File: src/rtl/zero_cross_period_meter.sv
// Rising zero-crossing period meter with hysteresis, block averaging and
// signal-loss detection (low amplitude or missing crossings).
module zero_cross_period_meter #(
  parameter int N              = 8,
  parameter int HYST           = 4,
  parameter int MIN_VPP        = 16,
  parameter int AVG_LOG2       = 2,
  parameter int CNT_W          = 24,
  parameter int TIMEOUT_CYCLES = 10000000
) (
  input  logic             clk,
  input  logic             rst,
  input  logic             sample_en,
  input  logic [N-1:0]     signal_in,
  input  logic [N-1:0]     vpp_in,
  output logic [CNT_W-1:0] period_out,
  output logic             period_valid,
  output logic             signal_lost
);

  localparam int ACC_W = CNT_W + AVG_LOG2;
  localparam int IDX_W = (AVG_LOG2 < 1) ? 1 : AVG_LOG2;

  localparam logic signed [N:0]  HYST_P    = (N+1)'(HYST);
  localparam logic signed [N:0]  HYST_N    = -HYST_P;
  localparam logic [N-1:0]       MIN_VPP_L = N'(MIN_VPP);
  localparam logic [CNT_W-1:0]   TMO       = CNT_W'(TIMEOUT_CYCLES);
  localparam logic [CNT_W-1:0]   CNT_ONE   = CNT_W'(1);
  localparam logic [IDX_W-1:0]   IDX_LAST  = IDX_W'((1 << AVG_LOG2) - 1);
  localparam logic [IDX_W-1:0]   IDX_ONE   = IDX_W'(1);

  typedef enum logic [1:0] {
    IDLE,
    ARM,
    MEASURE
  } state_e;

  state_e             state_q, state_d;
  logic               pol_q, pol_d;
  logic [CNT_W-1:0]   cnt_q, cnt_d;
  logic [ACC_W-1:0]   acc_q, acc_d;
  logic [IDX_W-1:0]   idx_q, idx_d;
  logic [CNT_W-1:0]   period_q, period_d;
  logic               valid_q, valid_d;
  logic               lost_q, lost_d;

  logic signed [N:0]  sig_x;
  logic               ge_pos;
  logic               le_neg;
  logic               rise;
  logic               vpp_ok;
  logic               cnt_at_tmo;
  logic [CNT_W-1:0]   cnt_inc;
  logic [ACC_W-1:0]   sum;
  logic               abort;

  // Comparator and shared datapath terms
  always_comb begin
    sig_x      = {signal_in[N-1], signal_in};
    ge_pos     = (sig_x >= HYST_P);
    le_neg     = (sig_x <= HYST_N);
    rise       = sample_en & ~pol_q & ge_pos;
    vpp_ok     = (vpp_in >= MIN_VPP_L);
    cnt_at_tmo = (cnt_q == TMO);
    cnt_inc    = cnt_at_tmo ? cnt_q : (cnt_q + CNT_ONE);
    sum        = acc_q + ACC_W'(cnt_q);
  end

  // Next-state logic: hysteresis polarity, period counter, averaging FSM
  always_comb begin
    state_d  = state_q;
    pol_d    = pol_q;
    cnt_d    = cnt_q;
    acc_d    = acc_q;
    idx_d    = idx_q;
    period_d = period_q;
    valid_d  = 1'b0;
    lost_d   = lost_q;
    abort    = 1'b0;

    if (sample_en) begin
      if (ge_pos) begin
        pol_d = 1'b1;
      end else if (le_neg) begin
        pol_d = 1'b0;
      end
    end

    unique case (state_q)
      IDLE: begin
        cnt_d = '0;
        acc_d = '0;
        idx_d = '0;
        if (vpp_ok) begin
          state_d = ARM;
        end
      end
      ARM: begin
        cnt_d = cnt_inc;
        // amplitude loss outranks a crossing, which outranks a timeout
        if (!vpp_ok) begin
          abort = 1'b1;
        end else if (rise) begin
          cnt_d   = CNT_ONE;
          state_d = MEASURE;
        end else if (cnt_at_tmo) begin
          abort = 1'b1;
        end
      end
      MEASURE: begin
        cnt_d = cnt_inc;
        if (!vpp_ok) begin
          abort = 1'b1;
        end else if (rise) begin
          cnt_d = CNT_ONE;
          if (idx_q == IDX_LAST) begin
            period_d = CNT_W'(sum >> AVG_LOG2);
            valid_d  = 1'b1;
            lost_d   = 1'b0;
            acc_d    = '0;
            idx_d    = '0;
          end else begin
            acc_d = sum;
            idx_d = idx_q + IDX_ONE;
          end
        end else if (cnt_at_tmo) begin
          abort = 1'b1;
        end
      end
      default: begin
        state_d = IDLE;
      end
    endcase

    if (abort) begin
      state_d = IDLE;
      lost_d  = 1'b1;
      cnt_d   = '0;
      acc_d   = '0;
      idx_d   = '0;
    end
  end

  // State and output registers
  always_ff @(posedge clk or posedge rst) begin
    if (rst) begin
      state_q  <= IDLE;
      pol_q    <= 1'b0;
      cnt_q    <= '0;
      acc_q    <= '0;
      idx_q    <= '0;
      period_q <= '0;
      valid_q  <= 1'b0;
      lost_q   <= 1'b0;
    end else begin
      state_q  <= state_d;
      pol_q    <= pol_d;
      cnt_q    <= cnt_d;
      acc_q    <= acc_d;
      idx_q    <= idx_d;
      period_q <= period_d;
      valid_q  <= valid_d;
      lost_q   <= lost_d;
    end
  end

  assign period_out   = period_q;
  assign period_valid = valid_q;
  assign signal_lost  = lost_q;

endmodule

File: config.mk
export PLATFORM = sky130hd
export DESIGN_NAME = zero_cross_period_meter
export DESIGN_NICKNAME = d
export VERILOG_FILES = /design/src/rtl/zero_cross_period_meter.sv
export SDC_FILE = /design/constraint.sdc
export NUM_CORES = 1
export LEC_CHECK = 0
export CAP_MARGIN = 15
export CORE_MARGIN = 2
export CORE_UTILIZATION = 30
export DETAILED_ROUTE_END_ITERATION = 12
export GPL_TIMING_DRIVEN = 1
export PLACE_DENSITY_LB_ADDON = 0.15
export SYNTH_ARGS = -nofsm -noshare
export SYNTH_HDL_FRONTEND = slang
export SYNTH_SLANG_ARGS = --single-unit
File: constraint.sdc
create_clock -name clk -period 4.9 [get_ports clk]
set_input_delay 0.735 -clock clk [delete_from_list [all_inputs] [get_ports clk]]
set_output_delay 0.735 -clock clk [all_outputs]
set_load 0.01 [all_outputs]
* Yosys cells after proc, flatten, opt, wreduce, memory -nomap -nowiden
Cells that the tools add are included.
Widths: inputs -> output; s select.
** Storage, ports and cells
- Output and inout port bits :: 26
- Logic and storage cells :: 76
- Register bits :: 81
- Input bits :: 19
** Cells by class
- Add/sub/neg operators :: 3
- Equality and inequality tests :: 10
- Reduce and logical (&&, ||, !) cells :: 14
- Muxes and demuxes :: 35
- Bitwise logic cells :: 3
- Magnitude comparators :: 3
** Operators by type and width (number)
- $mux 26 :: 4
- $mux 24 :: 4
- $pmux 26 s2 :: 1
- $pmux 24 s2 :: 1
- $add 26x24->26 :: 1
- $add 24x1->24 const B :: 1
- $eq 24x24->1 const B :: 1
- $mux 2 :: 8
- $mux 1 :: 15
- $ne 3x3->1 const B :: 5
- $reduce_and 4->1 :: 3
- $reduce_bool 2->1 :: 5
- $ge 8x4->1 const B :: 1
- $ge 8x5->1 const B :: 1
- $le 8x3->1 const B :: 1
- $pmux 2 s3 :: 1
- $reduce_bool 3->1 :: 2
- $eq 2x2->1 const B :: 2
- $pmux 2 s2 :: 1
- $reduce_and 3->1 :: 1
- $add 2x1->2 const B :: 1
- $and 1x1->1 :: 2
- $eq 2x1->1 const B :: 1
- $logic_not 2->1 :: 1
- other kinds (4) :: 4

* Logic depth before layout (Yosys ltp)
Gate-level depths: netlist of the first run.
- Word-level depth :: 8
- Gate-level depth with buffers :: 11
- Depth with buffers taken out :: 9

* Least setup slack after synthesis of the first run
OpenSTA, ideal clock, no wires.
- Path type :: input to register
- Start point :: input port signal_in[6]
- End point :: register cnt_q[2]
- Required time :: 4.808 ns
- Data arrival time :: 2.486 ns
- Slack :: 2.323 ns
- Stages :: 8
- Cell sequence :: or4_1 -> o21ai_2 -> nor4_2 -> or4_1 -> buf_2 -> buf_6 -> buf_6 -> o31ai_2
** Between the ends
- Cells in the longest elaborated chain, start to end :: 6
- Elaborated cells on any way between the ends :: 10
- Classes of those cells :: order compare (1); mux (7); bitwise (1); reduce/logical (1)
** RTL lines
- start: declaration :: line 14 : input logic [N-1:0] signal_in,
- $ge 8x4->1 (*) :: line 60 : ge_pos = (sig_x >= HYST_P);
- $and 1x1->1 (*) :: line 62 : rise = sample_en & ~pol_q & ge_pos;
- $mux 24 or $mux 1 (tied branches) :: line 103, 114
- $mux 24 or $mux 1 (tied branches) :: line 112 : if (!vpp_ok) begin
- $pmux 24 s2 or $mux 1 (tied branches)
- $mux 24 or $reduce_bool 3->1 (tied branches)
- end signal: assignment :: line 158 : cnt_q <= cnt_d;
- end: declaration :: line 40 : logic [CNT_W-1:0] cnt_q, cnt_d;
Every way passes the cells marked *; elsewhere a longest branch is shown, timed or not.
A chain may end at the register's enable or synchronous reset.

* Worst setup path after layout of the first run
- Start point :: input port signal_in[6]
- End point :: register cnt_q[13]
Same word-level chain as after synthesis.

==> flow_summary_export.csv, run 1 <==
group,metric,value,unit
floorplanning,dieArea,17900,um2
finish,layout.nets,626,
timing,hold_ws,0.470,ns
logic_synthesis,synth_commonest_cells,"dfrtp_1 (81), nand2_1 (70), ha_1 (31), o21ai_1 (31)",
logic_synthesis,synth_area_leaders,"dfrtp_1 (40%), ha_1 (7.7%), nand2_1 (5.2%), a22o_1 (3.1%), o21ai_1 (3.1%)",
logic_synthesis,ys_seq_elements,81,
placement,numPortBuffers,40,
cts,cts_tree,"done",
timing,fmax,0.307,GHz
cts,clkTransAtPathRegs,0.06,ns
logic_synthesis,ys_warn_count,0,
logic_synthesis,ys_types,59,
cts,insertion_delay,0.35,ns
floorplanning,die_w,134,um
timing,rsz0062_at_grt,"no",
placement,place.gp.congestion,0.875,
logic_synthesis,ys_seq_area_frac,0.400,
timing,fin_skew,0.0103,ns
global_routing,track_usage,0.154,
critical_path,end_kind,"flop",
logic_synthesis,yosys.cell_count.top_type,"dfrtp_1",
cts,clk_path_buf_depth,2,
critical_path,worst_r2r_startpoint,"cnt_q[0]",
global_routing,grt_antenna_before_repair,0,
routing,drc,0,
routing,dr_total_vias,4196,
critical_path,max_stage_delay,0.79,ns
floorplanning,coreArea,16500,um2
cts,cts_root_buf,"clkbuf_16",
critical_path,reg2reg_depth,9,
min_path,hold_end,"period_out[4]",
critical_path,r2r_end,"period_out[16]",
min_path,min_delay_path_depth,2,
logic_synthesis,synthAdderAreaFrac,0.0805,
critical_path,path_cells,"clkdlybuf4s50_1 -> or4_1 -> o21ai_2 -> nor4_2 -> or4_1 -> buf_4 -> a41oi_1 -> o21ai_1 -> o41ai_2",
global_routing,grt_pass1_vias,4197,
critical_path,rrSetupSlack,1.80,ns
timing,relSlewSlack,0.326,
logic_synthesis,synthArstFlopShare,1.00,
critical_path,arrival,3.50,ns
logic_synthesis,synth.mux.area_fraction,0.0217,
logic_synthesis,synth_top_area_frac,0.400,
timing,fin_tns_setup,0,ns
logic_synthesis,synth_top_family_by_area,"compound AO/OA/AOI/OAI gates",
min_path,hold_path.class,"reg -> reg",
finish,n_antenna_cell,0,
critical_path,cpMaxStageDelayCell,"or4_1",
global_routing,gr-total-overflow,0,
timing,period_needed,3.26,ns
run_status,status,"complete, no violations",
routing,ant_nets,0,
logic_synthesis,synth_edf_count,0,
cts,clkSinkCount,81,
finish,drive_gt1_frac,0.0793,
floorplanning,io_pins,45,
timing,worst_pin_slew,1.01,ns
critical_path,crit_path_frequent_cell,"or4_1",
cts,cts_buffers,9,
critical_path,critPathKind,"in -> reg",
timing,slew_violations,0,
routing,first_pass_iters,4,
floorplanning,start_util,0.307,
logic_synthesis,synthSimpleGateAreaFrac,0.178,
logic_synthesis,syn-num-nets,598,
timing,setup_viol,0,
routing,vias_per_cell,5.25,
power,p_per_area,305,nW/um2
cts,cts_resized,0,
critical_path,path_max_fanout,22,
logic_synthesis,postSynthAreaPerCell,9.26,um2
min_path,hp-start,"period_out[4]",
cts,post_cts_buffers,0,
floorplanning,num_rows,47,
logic_synthesis,ys.flop_type,"dfrtp_1",
logic_synthesis,synth_area,5070,um2
critical_path,worstPathRequired,5.14,ns
timing,hold_viol_final,0,
cts,ctsHoldBuffers,0,
critical_path,crit_path_start_kind,"input pin",
logic_synthesis,synth_compound_area_frac,0.242,
routing,routed_wl,13100,um
timing,final.period_utilization,0.664,
floorplanning,die_h,134,um
routing,wl_per_cell,16.3,um
finish,fill_cells,1683,
logic_synthesis,yosysTopAreaCell,"dfrtp_1",
global_routing,grt_max_degree,50,
finish,syn_to_final_growth,17.7,%
global_routing,grt_pass1_wl,21800,um
routing,initialDrtViolationCount,208,
logic_synthesis,postSynthCellCount,547,
logic_synthesis,synth_xor_area_frac,0.0380,
cts,htree_levels,3,
run,maxCapViolations,0,
placement,place_hpwl,9420,um
power,ir_drop,0.165,mV
power,p_leak,2.77,nW
[worst max-delay path by stage]
stage                      start   endpoint  slack [ns]
detailed placement  signal_in[6]  cnt_q[13]        1.30
global route        signal_in[6]  cnt_q[13]        1.49
floorplan                    rst   acc_q[0]        2.08
finish              signal_in[6]  cnt_q[13]        1.64
CTS                 signal_in[6]  cnt_q[13]        1.66
global placement    signal_in[6]  cnt_q[13]        1.37
[routing by layer]
metal,global-route usage,up-vias,routed length [um]
li1,-,2065,-
met1,0.203,2054,6280
met2,0.253,65,6210
met3,0.0401,12,408
met4,0.0408,0,174
met5,0,-,0
[critical path: cells and delay by family]
kind / cells / cell delay [ns]
AND/OR/NAND/NOR: 3 / 1.43
buffers and inverters: 2 / 0.78
AO/OA/AOI/OAI: 4 / 0.54
[final cells by class]
cell class,count,area (um2),share of cell area
sequential,81,2030,0.340
clock inverter,5,78.8,0.0132
timing repair buffer,46,445,0.0747
tap,220,275,0.0462
clock buffer,11,243,0.0407
multi-input combinational,422,2840,0.476
inverter,15,57.6,0.00965
[sequential cells by signal, indices dropped and copies added, names as in the netlist]
register / count
cnt_q: 24
idx_q: 2
signal_lost: 1
pol_q: 1
period_out: 24
period_valid: 1
state_q: 2
acc_q: 26
[per-stage QoR]
stage	instance area (um2)	std cells	utilization	setup WS [ns]	power (mW)
final	5960	800	0.361	1.64	1.82
after detailed placement	5640	784	0.341	1.30	1.10
after CTS	5960	800	0.361	1.66	1.84
after floorplan	5070	547	-	2.08	1.03
after global placement	5640	784	0.341	1.37	1.08
after global routing	5960	800	0.361	1.49	1.92
[power by group]
| part | leakage, nW | total, mW | internal, mW | switching (mW) |
|---|---|---|---|---|
| logic | 1.49 | 0.363 | 0.112 | 0.251 |
| registers | 1.12 | 0.722 | 0.690 | 0.0323 |
| clock network | 0.159 | 0.733 | 0.459 | 0.274 |
| total | 2.77 | 1.82 | 1.26 | 0.557 |
[logic make-up after synthesis]
logic type | Yosys count
multiplexers | 10
buffers and inverters | 44
AO/OA/AOI/OAI | 176
AND/OR/NAND/NOR | 182
adder cells (fa/ha/maj) | 32
flip-flops | 81
XOR/XNOR | 22
[placed cells by master (no fill, tap or decap), types with 9 or more instances in the layout]
cell type        count
clkbuf_16            9
ha_1                31
a22o_1              18
a21oi_1             28
dfrtp_1             81
and3_1              13
o21ai_0             22
nand3_1             20
nor2_1              28
clkdlybuf4s50_1     40
nand4_1             10
o21ai_1             31
nand2_1             70
a21o_1              14
xnor2_1             16
inv_1               13
Power figures use the tool's default switching activity.
==> run 2: changes to the inputs <==
- clock period: 4.9 -> 3.4 ns (I/O delays scaled with it)
==> flow_summary_export.csv, run 2 (same netlist as run 1, synthesis figures left out) <==
group,metric,value,unit
critical_path,r2r_end,"acc_q[22]",
floorplanning,start_util,0.307,
routing,drc,0,
floorplanning,dieArea,17900,um2
floorplanning,io_pins,45,
placement,place_hpwl,9230,um
min_path,hold_path.class,"reg -> reg",
timing,fin_skew,0.0104,ns
floorplanning,die_w,134,um
routing,vias_per_cell,5.29,
power,p_sw,0.800,mW
cts,ctsHoldBuffers,0,
power,ir_drop,0.244,mV
floorplanning,coreArea,16500,um2
timing,hold_ws,0.472,ns
placement,place.gp.congestion,0.815,
finish,final_common_cell,"dfrtp_1",
critical_path,path_cells,"ha_1 -> a211oi_1 -> nor4_1 -> o21bai_1 -> or3_1 -> a21oi_1 -> mux2i_1 -> nand2_1",
critical_path,critical_path_buf_inv_count,0,
timing,rsz0062_at_grt,"no",
global_routing,grt_max_degree,47,
global_routing,track_usage,0.155,
finish,fill_cells,1651,
power,combPwrFrac,0.200,
timing,slew_violations,0,
cts,clk_path_buf_depth,2,
critical_path,cp-startpoint,"cnt_q[2]",
critical_path,path_delay_family,"simple AND/OR/NAND/NOR gates",
timing,relSlewSlack,0.349,
cts,cts_root_buf,"clkbuf_16",
critical_path,rrSetupSlack,0.41,ns
critical_path,worst_r2r_startpoint,"cnt_q[2]",
finish,largest_register,"acc_q",
global_routing,grt_pass1_vias,4211,
power,internal_power,1.87,mW
critical_path,arrival,3.22,ns
cts,cts_buffers,9,
critical_path,critPathCapture,"acc_q[22]",
finish,largest_reg_flops,26,
timing,fmax,0.334,GHz
timing,setup_viol,0,
timing,final.period_utilization,0.879,
critical_path,cp.depth,8,
floorplanning,die_h,134,um
routing,routed_wl,13200,um
cts,cts_tree,"done",
power,p_per_area,444,nW/um2
finish,n_antenna_cell,0,
cts,clkSinkCount,81,
critical_path,critPathKind,"reg -> reg",
global_routing,gr-total-overflow,0,
finish,drive_gt1_frac,0.0856,
timing,fin_tns_setup,0,ns
routing,dr_total_vias,4252,
critical_path,path_max_fanout,8,
global_routing,grt_pass1_wl,21900,um
timing,worst_pin_slew,0.976,ns
cts,htree_levels,3,
critical_path,end_kind,"flop",
cts,cts_resized,0,
critical_path,worstPathRequired,3.63,ns
placement,numPortBuffers,40,
finish,layout.nets,631,
run,maxCapViolations,0,
critical_path,crit_path_start_kind,"flop",
floorplanning,num_rows,47,
routing,initialDrtViolationCount,329,
cts,post_cts_buffers,0,
routing,wl_per_cell,16.4,um
global_routing,grt_antenna_before_repair,0,
run_status,status,"complete, no violations",
power,p_leak,2.81,nW
power,switching_share,0.299,
cts,insertion_delay,0.36,ns
power,clock_power_share,0.413,
routing,first_pass_iters,4,
power,pwr-share-seq,0.387,
timing,hold_viol_final,0,
critical_path,reg2reg_depth,8,
critical_path,max_stage_delay,0.56,ns
critical_path,cpMaxStageDelayCell,"nor4_1",
routing,ant_nets,0,
finish,syn_to_final_growth,18.8,%
cts,clkTransAtPathRegs,0.06,ns
timing,period_needed,2.99,ns
finish,layout_common_cells,"dfrtp_1 (81), nand2_1 (70), clkdlybuf4s50_1 (40), o21ai_1 (31), ha_1 (31)",
-- run 2: cell count changes in the layout (fill, tap and decap cells not counted), sizes merged --
| cell | before | now |
|---|---|---|
| clkinv | 4 | 1 |
| buf | 6 | 11 |
| clkbuf | 11 | 13 |
-- run 2: layout make-up --
| cell class | count | area (um2) | area share |
|---|---|---|---|
| Sequential cell | 81 | 2030 | 0.337 |
| Clock inverter | 2 | 60.1 | 0.00998 |
| Multi-Input combinational cell | 422 | 2840 | 0.471 |
| Timing Repair Buffer | 51 | 495 | 0.0823 |
| Tap cell | 220 | 275 | 0.0457 |
| Clock buffer | 13 | 270 | 0.0449 |
| Inverter | 15 | 57.6 | 0.00956 |
-- run 2: worst min-delay path, cell delays in order (launching register included) --
cell     delay (ns)
dfrtp_1        0.34
nand2_1        0.05
nand2_1        0.05
-- run 2: power by group through the flow --
| stage | clock network, mW | registers [mW] | logic, mW |
|---|---|---|---|
| floorplan | 0 | 1.05 | 0.434 |
| global placement | 0 | 1.05 | 0.526 |
| detailed placement | 0 | 1.05 | 0.541 |
| CTS | 1.14 | 1.03 | 0.544 |
| global route | 1.18 | 1.04 | 0.609 |
| finish | 1.10 | 1.03 | 0.535 |
-- run 2: per-layer routing --
metal  GRT usage  wire (um)
met5           0          0
met4      0.0437        214
met3      0.0423        575
met2       0.242       6000
met1       0.212       6400
-- run 2: worst min-delay path by stage --
stage / from / depth (start not counted) / endpoint
after detailed placement: period_out[7] / 2 / period_out[7]
final: period_out[7] / 2 / period_out[7]
after global routing: period_out[11] / 2 / period_out[11]
after floorplan: idx_q[0] / 1 / idx_q[0]
after CTS: period_out[7] / 2 / period_out[7]
after global placement: period_out[2] / 2 / period_out[2]
-- run 2: metrics by stage --
stage	power, mW	util	instance area [um2]	std cells	setup WS (ns)
4_1_cts	2.72	0.364	6020	804	0.405
2_1_floorplan	1.48	-	5070	547	0.810
3_5_place_dp	1.59	0.344	5690	789	0.429
3_3_place_gp	1.57	0.344	5690	789	0.490
6_report	2.67	0.364	6020	804	0.410
5_1_grt	2.83	0.364	6020	804	0.208
